==> src/rtl/hazard_ctrl.sv <==
// Pipeline sequencing controller for the 3-stage core: boot hold, load-use stall,
// redirect flush, external freeze, W->X forwarding selects and performance counters.
module hazard_ctrl #(
  parameter int BOOT_CYCLES = 2,
  parameter int FLUSH_DEPTH = 1
) (
  input  logic        clk,
  input  logic        rst,
  input  logic [4:0]  rs1_i,
  input  logic [4:0]  rs2_i,
  input  logic        rs1_used_i,
  input  logic        rs2_used_i,
  input  logic [4:0]  rd_x,
  input  logic        is_load_x,
  input  logic        redirect_x,
  input  logic [4:0]  rs1_x,
  input  logic [4:0]  rs2_x,
  input  logic [4:0]  rd_w,
  input  logic        reg_we_w,
  input  logic        ext_stall_i,
  output logic        pc_en,
  output logic        ix_en,
  output logic        ix_bubble,
  output logic        xw_en,
  output logic        fwd_a,
  output logic        fwd_b,
  output logic [31:0] cycle_cnt,
  output logic [31:0] stall_cnt,
  output logic [31:0] flush_cnt
);

  typedef enum logic [1:0] {BOOT, RUN, FLUSH} state_t;

  localparam logic [3:0] BOOT_LAST   = 4'(BOOT_CYCLES - 1);
  localparam logic [1:0] FLUSH_EXTRA = 2'(FLUSH_DEPTH - 1);

  state_t     state, state_next;
  logic [3:0] boot_cnt, boot_cnt_next;
  logic [1:0] flush_left, flush_left_next;
  logic       load_use;
  logic       count_stall;
  logic       count_flush;

  assign load_use = is_load_x && (rd_x != 5'd0) &&
                    ((rs1_used_i && (rs1_i == rd_x)) || (rs2_used_i && (rs2_i == rd_x)));

  assign fwd_a = reg_we_w && (rd_w != 5'd0) && (rd_w == rs1_x);
  assign fwd_b = reg_we_w && (rd_w != 5'd0) && (rd_w == rs2_x);

  // Reset outputs look like BOOT even before the state register has cleared;
  // a freeze zeroes every enable and holds all sequencing state.
  always_comb begin
    state_next      = state;
    boot_cnt_next   = boot_cnt;
    flush_left_next = flush_left;
    pc_en           = 1'b0;
    ix_en           = 1'b0;
    ix_bubble       = 1'b0;
    xw_en           = 1'b0;
    count_stall     = 1'b0;
    count_flush     = 1'b0;
    if (rst) begin
      ix_bubble = 1'b1;
      xw_en     = 1'b1;
    end else if (!ext_stall_i) begin
      case (state)
        BOOT: begin
          ix_bubble = 1'b1;
          xw_en     = 1'b1;
          if (boot_cnt == BOOT_LAST) begin
            state_next    = RUN;
            boot_cnt_next = 4'd0;
          end else begin
            boot_cnt_next = boot_cnt + 4'd1;
          end
        end
        RUN: begin
          xw_en = 1'b1;
          // A redirect makes the I instruction wrong-path, so it beats a load-use stall.
          if (redirect_x) begin
            pc_en       = 1'b1;
            ix_bubble   = 1'b1;
            count_flush = 1'b1;
            if (FLUSH_DEPTH > 1) begin
              state_next      = FLUSH;
              flush_left_next = FLUSH_EXTRA;
            end
          end else if (load_use) begin
            ix_bubble   = 1'b1;
            count_stall = 1'b1;
          end else begin
            pc_en = 1'b1;
            ix_en = 1'b1;
          end
        end
        FLUSH: begin
          pc_en     = 1'b1;
          ix_bubble = 1'b1;
          xw_en     = 1'b1;
          if (flush_left == 2'd1) begin
            state_next      = RUN;
            flush_left_next = 2'd0;
          end else begin
            flush_left_next = flush_left - 2'd1;
          end
        end
        default: state_next = BOOT;
      endcase
    end
  end

  always_ff @(posedge clk) begin
    if (rst) begin
      state      <= BOOT;
      boot_cnt   <= 4'd0;
      flush_left <= 2'd0;
      cycle_cnt  <= 32'd0;
      stall_cnt  <= 32'd0;
      flush_cnt  <= 32'd0;
    end else begin
      state      <= state_next;
      boot_cnt   <= boot_cnt_next;
      flush_left <= flush_left_next;
      cycle_cnt  <= cycle_cnt + 32'd1;
      if (count_stall) stall_cnt <= stall_cnt + 32'd1;
      if (count_flush) flush_cnt <= flush_cnt + 32'd1;
    end
  end

endmodule

==> config.mk <==
export PLATFORM = sky130hd
export DESIGN_NAME = hazard_ctrl
export DESIGN_NICKNAME = d
export VERILOG_FILES = /design/src/rtl/hazard_ctrl.sv
export SDC_FILE = /design/constraint.sdc
export NUM_CORES = 1
export LEC_CHECK = 0
export CAP_MARGIN = 10
export CORE_AREA = 2 2 110 112
export DETAILED_ROUTE_END_ITERATION = 16
export DIE_AREA = 0 0 112 114
export PLACE_DENSITY = 0.73
export SLEW_MARGIN = 15
export SYNTH_ARGS = -nofsm -noshare
export SYNTH_HDL_FRONTEND = slang
export SYNTH_SLANG_ARGS = --single-unit
export TNS_END_PERCENT = 20
==> constraint.sdc <==
create_clock -name clk -period 3.6 [get_ports clk]
set_input_delay 1.08 -clock clk [delete_from_list [all_inputs] [get_ports clk]]
set_output_delay 1.08 -clock clk [all_outputs]
set_load 0.05 [all_outputs]
==> flow_summary_export.csv <==
group,metric,value,unit
layout,antenna_cells,0,
synthesis,ys_warn_count,0,
floorplan,die_h,114,um
sta,finalCritPeriodShare,1.01,
clock_network,clkTransAtPathRegs,0.07,ns
clock_network,clock_path_buffers,2,
sta,setup_ws,-0.0399,ns
floorplan,pin_count,140,
synthesis,avgSynthCellArea,8.28,um2
power_and_ir_drop,p_leak,2.15,nW
outcome,violations,"setup timing",
synthesis,synth.net_count,638,
route,routed_via_density,5.50,
clock_network,clock_sinks,101,
route,wire_per_inst,15.2,um
worst_setup_path,rr_worst_depth,5,
floorplan,dieArea,0.0128,mm2
power_and_ir_drop,max-vdd-ir-drop,291,uV
route,drt_iter0_markers,221,
synthesis,synth-edff-count,0,
grt,grt-ovfl-total,0,
route,drcViolationCount,0,
layout,layout_commonest_cell,"clkdlybuf4s50_1",
synthesis,synthesis.area,0.00494,mm2
clock_network,cts_made_buffers,9,
floorplan,coreArea,0.0117,mm2
grt,grt_first_pass_wirelength,21.9,mm
sta,hold_viol_final,0,
sta,grt_setup_unrepaired,"yes",
worst_setup_path,crit_fanout,2,
route,finalWirelength,13.5,mm
layout,drive_gt1_frac,0.0932,
route,first_pass_iters,4,
grt,grt_usage,0.206,
placement,port_buffers,139,
clock_network,tritoncts,"built",
sta,holdWs,0.492,ns
layout,final_cell_mix,"clkdlybuf4s50_1, dfxtp_1, nor2_1, xnor2_1, a21oi_1",
sta,max_slew_margin,0.459,
synthesis,synth.distinct_cells,39,
worst_setup_path,critical_path_class,"input pin to primary output",
placement,place.gp.congestion,0.801,
worst_hold_path,min-delay-start,"stall_cnt[31]",
layout,fin_nets,776,
clock_network,clockRootBuffer,"clkbuf_16",
sta,setup-violations-final,2,
sta,fin_skew,0.00652,ns
synthesis,synth_top_area_cell,"dfxtp_1",
worst_setup_path,critPathLaunchType,"input pin",
layout,area_delta_synth_final,41.6,%
sta,post-route-min-period,3.64,ns
route,ant_nets,0,
synthesis,synth_top_area_share,0.409,
route,top_layer_used,"met4",
placement,dp_hpwl,9.57,mm
power_and_ir_drop,power.total,0.00235,W
worst_setup_path,rrSetupSlack,1.10,ns
route,route.met3.wl,674,um
worst_setup_path,crit_required,2.52,ns
route,via_count,4882,
outcome,status,"finished with violations",
synthesis,syn_inst,597,
grt,antenna_found_initial,0,
worst_setup_path,cp-end-kind,"primary output",
synthesis,yosysSeqAreaShare,0.409,
grt,first_global_vias,4622,
sta,slew_violations,0,
worst_hold_path,whs_endpoint,"stall_cnt[31]",
floorplan,rows,40,
synthesis,ys_async_sr_fraction,0,
route,dr_wl_met2,6.63,mm
layout,fin_cells,887,
route,drt-met1-wl,5.88,mm
worst_setup_path,arrival,2.56,ns
sta,max_freq,275,MHz
grt,grt_max_degree,80,
power_and_ir_drop,cellPowerDensity,335,mW/mm2
synthesis,ys.flop_type,"dfxtp_1",
worst_setup_path,reg2reg_to,"stall_cnt[27]",
worst_setup_path,rr_startpoint,"stall_cnt[12]",
worst_hold_path,min_path_type,"flip-flop to flip-flop",
floorplan,initial_utilization,0.422,
clock_network,insertion_delay,0.34,ns
clock_network,h-tree-depth,3,
job,max_cap_violations,0,
sta,worst_slew_pin_slew,0.811,ns
worst_hold_path,holdPathStages,2,
synthesis,synthTopCellsByArea,"dfxtp_1, xnor2_1, nor2_1",
placement,dpl.cell_count,869,
synthesis,synth_seq_cells,101,
floorplan,die_x,112,um
[cell usage after synthesis (all sizes together) (17+ instances only)]
cell type	instances
nand2	38
o21ai	17
a21oi	44
or4	35
xnor2	50
dfxtp	101
nor4	23
xor2	24
clkbuf	28
nand4	19
nand3	30
o31ai	28
nor2	71
[state kept, by name, summed over array words and instances (netlist names)]
name,cells
boot_cnt,4
cycle_cnt,32
flush_cnt,32
stall_cnt,32
state,1
[timing repair]
action | 4_1_cts | 5_1_grt
hold buffers | 0 | 0
gates resized for setup | 46 | 5
buffers inserted | 1 | 1
setup endpoints to repair | 5 | 5
cloned | 0 | 0
pin swaps | 16 | 6
[cell families after synthesis]
logic type               after synthesis  synth area share
buffers and inverters                 48            0.0385
adder cells (fa/ha/maj)                3           0.00759
AND/OR/NAND/NOR                      278             0.303
AO/OA/AOI/OAI                         93             0.111
flip-flops                           101             0.409
XOR/XNOR                              74             0.131
[per-layer routing]
layer	up-vias	track usage
li1	2423	-
met1	2297	0.252
met2	133	0.353
met3	29	0.0478
met4	0	0.0813
met5	-	0
[final cells by class]
class | instances | area (um2)
fill | 1030 | 4710
multi-input combinational | 448 | 2850
sequential | 101 | 2020
timing repair buffer | 160 | 1570
clock buffer | 9 | 225
tap | 147 | 184
clock inverter | 7 | 98.8
inverter | 15 | 56.3
[worst max path at each step]
stage / cells after the start / slack, ns / endpoint / start
CTS: 7 / -0.04 / pc_en / rd_x[3]
detailed placement: 7 / -0.75 / pc_en / rd_x[1]
floorplan: 3 / -0.31 / fwd_b / rd_w[4]
finish: 7 / -0.04 / pc_en / rd_x[3]
global route: 7 / -0.06 / pc_en / rd_x[3]
global placement: 7 / -0.71 / pc_en / rd_x[1]
[power by group]
group	internal, W	leakage, nW	switching [W]
sequential	0.00112	0.814	0.00000791
clock	0.000613	0.156	0.000430
combinational	0.0000797	1.17	0.0000954
total	0.00181	2.15	0.000534
[per-stage QoR]
| stage | TNS (ns) | setup WS (ns) | instance area, um2 | utilization |
|---|---|---|---|---|
| 6_report | -0.0562 | -0.0399 | 7000 | 0.598 |
| 5_1_grt | -0.167 | -0.0611 | 7000 | 0.598 |
| 4_1_cts | -0.0501 | -0.0361 | 6970 | 0.595 |
| 3_5_place_dp | -2.32 | -0.753 | 6590 | 0.563 |
| 3_3_place_gp | -2.05 | -0.706 | 6590 | 0.563 |
| 2_1_floorplan | -1.01 | -0.311 | 4970 | - |
[critical path, cell delays in order]
cell	delay, ns
buf_6	0.09
or4_4	0.55
o21ai_4	0.21
nor2_4	0.08
buf_6	0.14
a211oi_4	0.24
buf_12	0.17
(Power assumes the default switching activity.)
